<file path="src/rtl/keypad_scan_fifo.sv">
// Matrix keypad controller: scans ROWS x COLS keys, debounces press and release,
// and queues linear key codes in a FIFO drained through the CS_N/IOR_N read strobe.
module keypad_scan_fifo #(
  parameter int ROWS       = 4,
  parameter int COLS       = 4,
  parameter int DEBOUNCE   = 2000000,
  parameter int SCAN_DIV   = 16,
  parameter int FIFO_DEPTH = 8
) (
  input  logic            wb_clk_i,
  input  logic            wb_rst_i,
  input  logic            CS_N,
  input  logic            IOR_N,
  input  logic            IOW_N,
  input  logic            addr,
  input  logic [15:0]     wb_dat_i,
  output logic [15:0]     wb_dat_o,
  input  logic [ROWS-1:0] row,
  output logic [COLS-1:0] col,
  output logic            irq_o
);

  localparam int NK = ROWS * COLS;
  localparam int KW = (NK > 1) ? $clog2(NK) : 1;
  localparam int DW = $clog2(DEBOUNCE);
  localparam int SW = $clog2(SCAN_DIV);
  localparam int CW = (COLS > 1) ? $clog2(COLS) : 1;
  localparam int RW = (ROWS > 1) ? $clog2(ROWS) : 1;
  localparam int AW = $clog2(FIFO_DEPTH);
  localparam int NW = AW + 1;

  typedef enum logic [2:0] {
    S_IDLE, S_DEB_PRESS, S_SCAN, S_PUSH, S_DEB_REL
  } state_t;

  state_t          state_q, state_d;
  logic [ROWS-1:0] rs1_q, rs_q;
  logic [DW-1:0]   deb_q, deb_d;
  logic [SW-1:0]   div_q, div_d;
  logic [CW-1:0]   c_q, c_d;
  logic [RW-1:0]   r_q, r_d;
  logic [RW-1:0]   low_idx;
  logic            any_low;
  logic            push;
  logic [KW-1:0]   code;

  logic [KW-1:0]   mem_q [FIFO_DEPTH];
  logic [AW-1:0]   wp_q, wp_d, rp_q, rp_d;
  logic [NW-1:0]   cnt_q, cnt_d;
  logic            ovf_q, ovf_d, ie_q, ie_d;
  logic            rd_act_q, wr_act_q;
  logic            rd_acc, wr_acc, pop, push_ok, drop, ctrl_wr;
  logic            empty, full;
  logic [KW-1:0]   head;
  logic [13:0]     code_f;
  logic            unused_dat;

  function automatic logic [4:0] sat5(input logic [NW-1:0] n);
    int v;
    v = int'(n);
    return (v > 31) ? 5'd31 : 5'(v);
  endfunction

  assign unused_dat = ^wb_dat_i[15:2];

  always_ff @(posedge wb_clk_i or posedge wb_rst_i) begin
    if (wb_rst_i) begin
      rs1_q <= '1;
      rs_q  <= '1;
    end else begin
      rs1_q <= row;
      rs_q  <= rs1_q;
    end
  end

  assign any_low = ~&rs_q;

  always_comb begin
    low_idx = '0;
    for (int i = ROWS - 1; i >= 0; i--) begin
      if (!rs_q[i]) low_idx = RW'(i);
    end
  end

  assign code = KW'(int'(c_q) * ROWS + int'(r_q));

  always_comb begin
    state_d = state_q;
    deb_d   = deb_q;
    div_d   = div_q;
    c_d     = c_q;
    r_d     = r_q;
    col     = '0;
    push    = 1'b0;
    case (state_q)
      S_IDLE: begin
        if (any_low) begin
          deb_d   = '0;
          state_d = S_DEB_PRESS;
        end
      end
      S_DEB_PRESS: begin
        if (!any_low) begin
          state_d = S_IDLE;
        end else if (deb_q == DW'(DEBOUNCE - 2)) begin
          state_d = S_SCAN;
          c_d     = '0;
          div_d   = '0;
        end else begin
          deb_d = deb_q + DW'(1);
        end
      end
      S_SCAN: begin
        col = ~(COLS'(1) << c_q);
        // Rows are sampled only on the last hold cycle so the synchronizer has caught up.
        if (div_q == SW'(SCAN_DIV - 1)) begin
          div_d = '0;
          if (any_low) begin
            r_d     = low_idx;
            state_d = S_PUSH;
          end else if (c_q == CW'(COLS - 1)) begin
            c_d     = '0;
            state_d = S_IDLE;
          end else begin
            c_d = c_q + CW'(1);
          end
        end else begin
          div_d = div_q + SW'(1);
        end
      end
      S_PUSH: begin
        col     = ~(COLS'(1) << c_q);
        push    = 1'b1;
        deb_d   = '0;
        state_d = S_DEB_REL;
      end
      S_DEB_REL: begin
        if (any_low) begin
          deb_d = '0;
        end else if (deb_q == DW'(DEBOUNCE - 1)) begin
          c_d     = '0;
          state_d = S_IDLE;
        end else begin
          deb_d = deb_q + DW'(1);
        end
      end
      default: state_d = S_IDLE;
    endcase
  end

  always_ff @(posedge wb_clk_i or posedge wb_rst_i) begin
    if (wb_rst_i) begin
      state_q <= S_IDLE;
      deb_q   <= '0;
      div_q   <= '0;
      c_q     <= '0;
      r_q     <= '0;
    end else begin
      state_q <= state_d;
      deb_q   <= deb_d;
      div_q   <= div_d;
      c_q     <= c_d;
      r_q     <= r_d;
    end
  end

  assign empty   = (cnt_q == '0);
  assign full    = (cnt_q == NW'(FIFO_DEPTH));
  assign rd_acc  = !CS_N && !IOR_N;
  assign wr_acc  = !CS_N && !IOW_N;
  // One pop per access: only the first cycle of a DATA read strobe counts.
  assign pop     = rd_acc && !rd_act_q && !addr && !empty;
  assign push_ok = push && (!full || pop);
  assign drop    = push && full && !pop;
  assign ctrl_wr = wr_acc && !wr_act_q && addr;
  assign head    = mem_q[rp_q];

  always_comb begin
    wp_d  = push_ok ? wp_q + AW'(1) : wp_q;
    rp_d  = pop ? rp_q + AW'(1) : rp_q;
    cnt_d = cnt_q;
    case ({push_ok, pop})
      2'b10:   cnt_d = cnt_q + NW'(1);
      2'b01:   cnt_d = cnt_q - NW'(1);
      default: cnt_d = cnt_q;
    endcase
    ovf_d = ovf_q;
    if (ctrl_wr && wb_dat_i[0]) ovf_d = 1'b0;
    if (drop) ovf_d = 1'b1;
    ie_d = ctrl_wr ? wb_dat_i[1] : ie_q;
  end

  always_ff @(posedge wb_clk_i or posedge wb_rst_i) begin
    if (wb_rst_i) begin
      wp_q     <= '0;
      rp_q     <= '0;
      cnt_q    <= '0;
      ovf_q    <= 1'b0;
      ie_q     <= 1'b0;
      rd_act_q <= 1'b0;
      wr_act_q <= 1'b0;
    end else begin
      wp_q     <= wp_d;
      rp_q     <= rp_d;
      cnt_q    <= cnt_d;
      ovf_q    <= ovf_d;
      ie_q     <= ie_d;
      rd_act_q <= rd_acc;
      wr_act_q <= wr_acc;
    end
  end

  always_ff @(posedge wb_clk_i) begin
    if (push_ok) mem_q[wp_q] <= code;
  end

  always_comb begin
    code_f = '0;
    if (!empty) code_f[KW-1:0] = head;
    if (CS_N || IOR_N) wb_dat_o = '0;
    else if (!addr)    wb_dat_o = {~empty, ovf_q, code_f};
    else               wb_dat_o = {ovf_q, full, empty, ie_q, 7'b0, sat5(cnt_q)};
  end

  assign irq_o = ie_q & (~empty | ovf_q);

endmodule

</file>
<file path="config.mk">
export PLATFORM = sky130hd
export DESIGN_NAME = keypad_scan_fifo
export DESIGN_NICKNAME = d
export VERILOG_FILES = /design/src/rtl/keypad_scan_fifo.sv
export SDC_FILE = /design/constraint.sdc
export NUM_CORES = 1
export LEC_CHECK = 0
export ABC_AREA = 1
export CAP_MARGIN = 20
export CORE_UTILIZATION = 25
export CTS_BUF_LIST = sky130_fd_sc_hd__clkbuf_16
export DETAILED_ROUTE_END_ITERATION = 16
export REMOVE_ABC_BUFFERS = 1
export SYNTH_ARGS = -nofsm -noshare
export SYNTH_HDL_FRONTEND = slang
export SYNTH_SLANG_ARGS = --single-unit
</file>
<file path="constraint.sdc">
create_clock -name wb_clk_i -period 2.5 [get_ports wb_clk_i]
set_input_delay 0.5 -clock wb_clk_i [delete_from_list [all_inputs] [get_ports wb_clk_i]]
set_output_delay 0.5 -clock wb_clk_i [all_outputs]
set_load 0.02 [all_outputs]
</file>
==> results.md, run 1 <==
* Status: complete, no violations
* First-pass GRT wire length at 18200 um
* Arrival time at the worst endpoint at 1980 ps
* Reg area at 2320 um2
* Mapped Cells at between 500 and 600
* Cell internal pwr at 0.00316 W
* # rows at 50
* #FFs+latches synth at 86
* WHS at 357 ps
* Hold_sp: rs1_q[1]
* Tightest Pin Transition at slightly above 600 ps
* Diodes inserted at 0
* Fillers at 1986
* Synth cell types at 39
* Post-DR wirelength/cell at approximately 12 um
* CTS tree: yes
* Clock buffer depth at 2
* Maxcap violations at 0
* Leak at 2.63 nW
* Worst Hold Depth at 0
* Vias in the first global route at 3760
* Clock-pin slew on the worst setup and hold paths at 60 ps
* Mux cell area share after synthesis at 1.89%
* Switching share of power at 38.3%
* Grt ovf at 0
* CTS root buf: clkbuf_16
* All-Layer GR Usage at between 10% and 20%
* Yosys top cell by area: dfrtp_1
* Period utilisation layout at 99.2%
* Rel. slew slack at about three fifths
* Largest net degree at the start of global routing at 55
* Remaining antenna violation count at 0
* Hold Path Sink: rs_q[1]
* DRC errors left at 0
* Post-synthesis adder-cell area fraction at about 2.6%
* DR vias/cell at around 4.4
* Worst reg2reg path startpoint: deb_q[0]
* I/O pins at 47
* Gate power share at 35.0%
* Hold Path Class: reg2reg
* Max-slew violations at 0
* Top_reg_cell synth: dfrtp_1
* Area occupied by multi-input gates at roughly 2200 um2
* Die Width at roughly 140 um
* Main combinational cell family by area after synthesis: simple AND/OR/NAND/NOR gates
* Routed vias at approximately 3900
* RSZ-0062 raised after global routing: yes
* Port buffer count at 24
* Net switching power at 0.00196 W
* Initial antenna violation count at 0
* Tot Pwr at 0.00512 W
* WP data required at ~2000 ps
* CTS Buf Count at 9
* R2r endpoint: deb_q[1]
* Post-Synth XOR/XNOR Area at 2.36%
* Post-DP HPWL at 7630 um
* Sequential share of the synthesized area at 48.2%
* Fin area at 5860 um2
* H-tree levels at 3
* DR pass1 iterations at 4
* R2r setup slk at 320 ps
* Overall routed net length at ~11000 um
* Mapped Area at 4820 um2
* Crit path kind: reg2out
* Ys Warns at 0
* Critical Path Source Type: flip-flop
* Area contributors post-synth: dfrtp_1, edfxtp_1, nand2_1
* Synth cell count leaders: nand2_1, nor2_1, inv_1, nand3_1, dfrtp_1
* Compound-Gate Fraction of Synth Area at ~7.5%
* Number of synthesized flops with an enable pin at 32
* Syn avg cell area at 8.24 um2
* Post-synth top area share at 23.9%
* Synth Area in Simple Gates at a little under a third
* Final setup fails at 0
* Most common cell in the netlist: nand2_1
* Worst Clk Skew at 8.70 ps
* Core ar. at around 19000 um2
* PwrDens at 874 nW/um2
* TritonCTS sink count at 86
* Crit end category: output pin
* Min Tclk post-route at 2480 ps
* Die Y at 141 um
* Area Overhead vs Synth at 21.6%
* Max IR drop VDD at 0.301 mV
* Worst r2r path cells at 10
* Final number of hold-violating endpoints at 0
* # hold bufs at CTS at 0
* Layout cells sized above 1 at 14.5%
* Clock power share at 27.6%
* Dpl cell area at ~5500 um2
* Final nets at around 670
* Sequential cell fraction of total power at 37.4%
* Critical Path Fanout Max at 8
* Highest clock rate at 403 MHz
* Die Area at 19800 um2
* Clock Latency Late Sink at between 300 and 400 ps
* Gpl congestion at 0.830
* Initial Utilization at 25.6%
* Asr flop ratio synth at 62.8%
* 1st-iter DRT viols at 166
## worst max-delay path by stage
stage / from / end
after floorplan: rp_q[0] / wb_dat_o[0]
after global placement: addr / wb_dat_o[1]
after detailed placement: addr / wb_dat_o[1]
after CTS: rp_q[0] / wb_dat_o[1]
after global routing: rp_q[0] / wb_dat_o[1]
final: rp_q[0] / wb_dat_o[1]
## area by class of cell
class	instances	share of cell area [%]
sequential	86	39.7
multi-input combinational	427	37.1
timing repair buffer	56	8.58
tap	260	5.55
clock buffer	9	3.84
inverter	58	3.78
clock inverter	7	1.49
## power groups by stage
stage / combinational (W) / sequential (W) / clock (W)
after global placement: 0.00173 / 0.00193 / 0
after CTS: 0.00178 / 0.00191 / 0.00147
after detailed placement: 0.00178 / 0.00193 / 0
after global routing: 0.00203 / 0.00195 / 0.00152
after floorplan: 0.00110 / 0.00191 / 0
final: 0.00179 / 0.00192 / 0.00141
## repair_timing
action                     4_1_cts  5_1_grt
gates resized for setup          8       11
buffers inserted                 0        1
setup endpoints to repair        6        6
## stage by stage
step                      std cells  setup WS [ps]  TNS [ps]  util, %
after floorplan                 571            432         0        -
after global placement          885           -178     -2070     29.3
after detailed placement        886           -182      -769     29.3
after CTS                       902          -6.44     -6.44     31.0
after global routing            903          -77.8      -134     31.1
final                           903           20.0         0     31.1
## metal layers
layer	global-route usage [%]	share of wire [%]	up-vias
met1	14.3	48	1833
met3	3.46	3.9	13
met2	19.3	47	65
met4	4.52	1.5	0
li1	-	-	2035
met5	0	0	-
## critical path: stages, from the launching register on
cell and delay [ps]:
dfrtp_2 460, buf_8 170, mux2i_1 140, o221ai_1 240, nand3_1 150, o21ai_0 110, dlygate4sd2_1 350
## layout by cell type (no fill, tap or decap), types with 6 or more instances in the layout
| cell | synthesis | routed |
|---|---|---|
| a21oi_1 | 8 | 8 |
| buf_4 | 10 | 29 |
| clkbuf_16 | 0 | 9 |
| clkdlybuf4s50_1 | 0 | 16 |
| conb_1 | 1 | 8 |
| dfrtp_1 | 46 | 44 |
| dfstp_2 | 8 | 8 |
| edfxtp_1 | 32 | 32 |
| ha_1 | 10 | 10 |
| inv_1 | 50 | 49 |
| inv_2 | 7 | 8 |
| mux2i_1 | 8 | 6 |
| nand2_1 | 161 | 161 |
| nand3_1 | 49 | 49 |
| nand4_1 | 24 | 24 |
| nor2_1 | 64 | 64 |
| nor2_2 | 6 | 6 |
| o21ai_0 | 36 | 36 |
| o221ai_1 | 8 | 8 |
| xor2_1 | 10 | 10 |
## registers in the layout, summed over array words and instances (netlist names), 2 cells and up
register,cells
rs1_q,4
cnt_q,4
deb_q,21
r_q,2
mem_q,32
c_q,2
state_q,3
rs_q,4
div_q,4
wp_q,3
rp_q,3
## cells by family after synthesis
kind of cell	count (synthesis)
AOI/OAI and AO/OA	61
xor gates and xnor gates	13
adders and majority gates	10
buffers and inverters	79
DFF	86
muxes	9
other	1
and+or+nand+nor	326
No activity file was read; power rests on OpenSTA's default activity.
==> run 2, diff against run 1 <==
Clock period 2.5 ns to 2.6 ns, I/O delays scaled along.
==> results.md, run 2 (synthesis gave the netlist of run 1 again) <==
* Critical Path Source Type: input pin
* 1st-iter DRT viols at 206 (+24%)
* Buffer and inverter count on the worst path at 3 (+1)
* Top reg by flops: mem_q
* Hold_sp: rs1_q[0]
* Area occupied by multi-input gates at 2170 um2 (-0.12%)
* Clock-pin slew on the worst setup and hold paths at 60 ps (about the same)
* Final nets at 660 (-2.1%)
* Largest regs: mem_q (32), deb_q (21)
* Area Overhead vs Synth at 18.1%
* Gpl congestion at 0.803 (-3.2%)
* Reg area at 2330 um2 (about the same)
* Initial Utilization at 25.6% (unchanged)
* All-Layer GR Usage at 11.4% (-0.33 points)
* Port buffer count at 24 (unchanged)
* Largest net degree at the start of global routing at 55 (unchanged)
* CTS root buf: clkbuf_16
* Setup repair bufs after CTS at 0 (unchanged)
* Remaining antenna violation count at 0 (unchanged)
* Tot Pwr at 0.00460 W (-10%)
* Status: complete, no violations
* WP data required at 2080 ps (+80 ps)
* Dpl cell area at 5420 um2 (-1.9%)
* Min Tclk post-route at 2480 ps
* DRC errors left at 0 (unchanged)
* # rows at 50 (unchanged)
* Overall routed net length at 10400 um (-3.1%)
* Grt ovf at 0 (unchanged)
* H-tree levels at 3 (unchanged)
* Final setup fails at 0 (unchanged)
* Slowest CP cell: clkdlybuf4s50_1
* Diodes inserted at 0 (unchanged)
* Leak at 2.52 nW (-4.3%)
* Initial antenna violation count at 0 (unchanged)
* Post-DR wirelength/cell at 11.7 um (-1.6%)
* PwrDens at 807 nW/um2 (-7.6%)
* DR vias/cell at 4.35 (-0.48%)
* Final number of hold-violating endpoints at 0 (unchanged)
* Clock Latency Late Sink at 340 ps (about the same)
* Critical Path Fanout Max at 4 (-4)
* Max-slew violations at 0 (unchanged)
* Fillers at 1986 (unchanged)
* Core ar. at 18800 um2 (unchanged)
* Worst Clk Skew at 9.79 ps (+1.09 ps)
* Most frequent CP cell: clkdlybuf4s50_1
* I/O pins at 47 (unchanged)
* DR pass1 iterations at 4 (unchanged)
* TritonCTS sink count at 86 (unchanged)
* CTS tree: yes
* Max IR drop VDD at 0.386 mV (+28%)
* Maxcap violations at 0 (unchanged)
* Layout cells sized above 1 at 11.8% (-2.7 points)
* Die Width at 141 um (unchanged)
* Routed vias at 3866 (-2.0%)
* RSZ-0062 raised after global routing: no
* Fin area at 5700 um2 (-2.9%)
* Crit path from: CS_N
* Period utilisation layout at 95.4%
* Crit path kind: in2out
* First-pass GRT wire length at 18000 um (-1.2%)
* Highest clock rate at a little over 400 MHz
* Hold Path Class: reg2reg
* CP peak stage delay at 600 ps (+140 ps)
* CTS Buf Count at 9 (unchanged)
* Family with the most delay on the worst path: buffers and inverters
* Die Y at 141 um (unchanged)
* Commonest non-fill, non-tap cells in the layout: nand2_1, nor2_1, inv_1
* Tightest Pin Transition at 640 ps (+18.3 ps)
* Rel. slew slack at 57.2% (-1.3 points)
* Die Area at 19800 um2 (unchanged)
* Clock buffer depth at 2 (unchanged)
* Arrival time at the worst endpoint at 1960 ps (-20 ps)
* Post-DP HPWL at 7310 um (-4.1%)
* Largest register FFs at 32 (unchanged)
* Worst reg2reg path startpoint: deb_q[0]
* Vias in the first global route at 3763 (+0.080%)
* Commonest non-fill, non-tap cell in the layout: nand2_1
* Critical path cell sequence: clkdlybuf4s50_1, nor2_4, buf_4, nand3_1, nand2_1, clkdlybuf4s50_1
* Crit end category: output pin
run 2: final cells by class:
type	count	share of cell area, %
flip-flops and latches	86	40.8
multi-input cells	427	38.2
repair buffers	42	6.77
well taps	260	5.71
clock buffers	9	3.95
inverters	58	3.82
clock inverters	7	0.747
run 2: worst register-to-register path: stages, from the launching register on:
cell	delay [ps]
dfrtp_1	460
ha_1	310
nand3_2	140
nor2_1	70
nand3_1	80
nor2_1	70
nor2_4	520
inv_2	280
nand2_1	130
nand2_1	50
run 2: timing repair:
action,CTS,global route
gates cloned,0,0
hold buffers,0,0
setup endpoints to repair,17,4
resized for setup,6,3
run 2: path summary, 6_finish.rpt:
check                               endpoint  slack (ps)  cells past startpoint
worst max-delay path            wb_dat_o[15]         120                      6
min in group asynchronous            rp_q[0]         580                      3
worst min-delay path                 rs_q[0]         350                      0
worst min register to register       rs_q[0]         350                      0
worst max register to register      deb_q[4]         400                      9
max in group asynchronous           rs1_q[2]        1710                      3
run 2: power by group:
group / switching [W] / internal [W] / total [W]
Combinational: 0.00102 / 0.000548 / 0.00157
Clock: 0.000531 / 0.000642 / 0.00117
Sequential: 0.000231 / 0.00163 / 0.00186
Total: 0.00178 / 0.00282 / 0.00460
run 2: through the flow:
| step | setup WS (ps) | hold slack, ps | util (%) | cells | setup TNS [ps] |
|---|---|---|---|---|---|
| 2_1_floorplan | 512 | 345 | - | 571 | 0 |
| 3_3_place_gp | -84.0 | 346 | 28.8 | 873 | -621 |
| 3_5_place_dp | -96.8 | 347 | 28.8 | 873 | -1010 |
| 4_1_cts | 5.79 | 347 | 30.2 | 889 | 0 |
| 5_1_grt | 26.5 | 345 | 30.2 | 889 | 0 |
| 6_report | 119 | 346 | 30.2 | 889 | 0 |
run 2: routing by layer:
layer	share of wire (%)	vias to the layer above	wire length, um	global-route usage [%]
li1	-	1999	-	-
met2	47	65	4900	18.8
met4	1.6	0	163	4.35
met1	48	1790	4990	14.4
met5	0	-	0	0
met3	3.7	12	391	2.65
==> run 3, diff against run 2 <==
Settings changed: CORE_ASPECT_RATIO set to 0.5, CTS_BUF_LIST sky130_fd_sc_hd__clkbuf_16 to not set.
==> results.md, run 3 (synthesis gave the netlist of run 1 again) <==
* Status: complete, no violations
* Dpl cell area at 5410 um2 (-0.21%)
* # rows at 35 (-30%)
* CTS tree: yes
* First-pass GRT wire length at 17600 um (-2.0%)
* Final nets at 657 (-0.45%)
* Buffer and inverter count on the worst path at 2 (-1)
* Final setup fails at 0 (unchanged)
* Largest regs: mem_q (32), deb_q (21)
* Vias in the first global route at 3640 (-3.3%)
* Core ar. at 18700 um2 (-0.93%)
* Clock Latency Late Sink at 340 ps (about the same)
* Min Tclk post-route at 2520 ps (+37.0 ps)
* WP data required at 2080 ps (about the same)
* DR pass1 iterations at 4 (unchanged)
* Arrival time at the worst endpoint at 2000 ps (+40 ps)
* Diodes inserted at 0 (unchanged)
* WHS at 355 ps (+9.01 ps)
* Highest clock rate at 397 MHz (-1.5%)
* RSZ-0062 raised after global routing: no
* Remaining antenna violation count at 0 (unchanged)
* Critical path cell sequence: clkdlybuf4s50_1, nor2_4, nand2_1, nor2_1, clkdlybuf4s50_1
* CTS root buf: clkbuf_16
* Final number of hold-violating endpoints at 0 (unchanged)
* Grt ovf at 0 (unchanged)
* Die Width at 198 um (+41%)
* Largest register FFs at 32 (unchanged)
* DR vias/cell at 4.42 (+1.5%)
* Port buffer count at 24 (unchanged)
* Worst reg2reg path startpoint: rs_q[0]
* Slowest CP cell: clkdlybuf4s50_1
* Die Y at 100 um (-29%)
* PwrDens at 833 nW/um2 (+3.1%)
* Critical Path Source Type: input pin
* Worst Clk Skew at 9.95 ps (+0.160 ps)
* Initial antenna violation count at 0 (unchanged)
* Leak at 2.51 nW (-0.24%)
* TritonCTS sink count at 86 (unchanged)
* Critical Path Fanout Max at 6 (+2)
* Routed vias at 3908 (+1.1%)
* Most frequent CP cell: clkdlybuf4s50_1
* Layout Utilization at 30.6% (+0.32 points)
* Initial Utilization at 25.8% (+0.24 points)
* All-Layer GR Usage at 11.2% (-0.12 points)
* Crit end category: output pin
* Commonest non-fill, non-tap cell in the layout: nand2_1
* Clock buffer depth at 2 (unchanged)
* Fin area at 5700 um2 (+0.11%)
* Hold Path Class: reg2reg
* Rel. slew slack at 65.5% (+8.2 points)
* Area Overhead vs Synth at 18.3%
* Commonest non-fill, non-tap cells in the layout: nand2_1, nor2_1, inv_1, nand3_1, dfrtp_1
* Post-DP HPWL at 7700 um (+5.4%)
* Layout cells sized above 1 at 11.0% (-0.74 points)
* Die Area at 19900 um2 (+0.17%)
* I/O pins at 47 (unchanged)
* Family with the most delay on the worst path: buffers and inverters
* Max IR drop VDD at 0.412 mV (+6.9%)
* Period utilisation layout at 96.8% (+1.4 points)
* Setup slack at placement at -58.4 ps (+38.3 ps)
* Maxcap violations at 0 (unchanged)
* Largest net degree at the start of global routing at 55 (unchanged)
* DRC errors left at 0 (unchanged)
* Hold_sp: rs1_q[3]
* Overall routed net length at 10500 um (+0.94%)
* Top reg by flops: mem_q
* Crit path kind: in2out
* Crit path from: IOR_N
* Inst Count DP at 869 (-0.46%)
* 1st-iter DRT viols at 227 (+10%)
* H-tree levels at 3 (unchanged)
* CTS Buf Count at 9 (unchanged)
* Gpl congestion at 0.831 (+3.4%)
* R2r setup slk at 480 ps (+80 ps)
* # hold bufs at CTS at 0 (unchanged)
* Tightest Pin Transition at 517 ps (-123 ps)
* Post-DR wirelength/cell at 11.9 um (+1.4%)
* Clock-pin slew on the worst setup and hold paths at 60 ps (about the same)
* CP peak stage delay at 610 ps (about the same)
* Final worst slack at 82.4 ps (-37.0 ps)
* Max-slew violations at 0 (unchanged)
* Non-filler cells, final at 885 (-0.45%)
## run 3: through the flow
step,setup TNS (ps),total power [W]
global route,0,0.00508
finish,0,0.00475
global placement,-114,0.00349
floorplan,0,0.00290
detailed placement,-502,0.00353
CTS,0,0.00480
## run 3: worst reg2reg max path, delay by kind of cell, from the launching register on
family	cells	cell delay [ps]
AOI/OAI and AO/OA	2	310
buffers and inverters	1	470
DFF	1	540
and+or+nand+nor	4	700
## run 3: area by class of cell
type	instances	area (um2)
repair buffers	39	375
clock buffers	11	233
well taps	259	324
flip-flops and latches	86	2320
multi-input cells	427	2170
inverters	58	218
fillers	1971	13000
clock inverters	5	58.8
## run 3: metal layers
layer	up-vias	part of all wire (%)	track usage [%]
li1	2005	-	-
met4	0	0.97	2.27
met1	1833	46	14.1
met2	61	49	19.3
met5	-	0	0
met3	9	4.0	3.23
## run 3: report_power, final
| part | internal [W] | switching (W) | leakage (nW) |
|---|---|---|---|
| combinational | 0.000575 | 0.00104 | 1.39 |
| sequential | 0.00163 | 0.000239 | 0.982 |
| clock | 0.000746 | 0.000520 | 0.138 |
| total | 0.00295 | 0.00180 | 2.51 |
## run 3: path summary, 6_finish.rpt
kind | cells past startpoint | endpoint
worst min register to register | 0 | rs_q[3]
max in group asynchronous | 3 | rs_q[0]
worst min-delay path | 0 | rs_q[3]
worst max-delay path | 5 | wb_dat_o[12]
min in group asynchronous | 3 | deb_q[6]
worst max register to register | 7 | c_q[1]
## run 3: repair_timing
| action | 4_1_cts | 5_1_grt |
|---|---|---|
| buffers inserted | 0 | 0 |
| resized for setup | 5 | 2 |
| setup endpoints to repair | 4 | 3 |
| pin swaps | 0 | 0 |
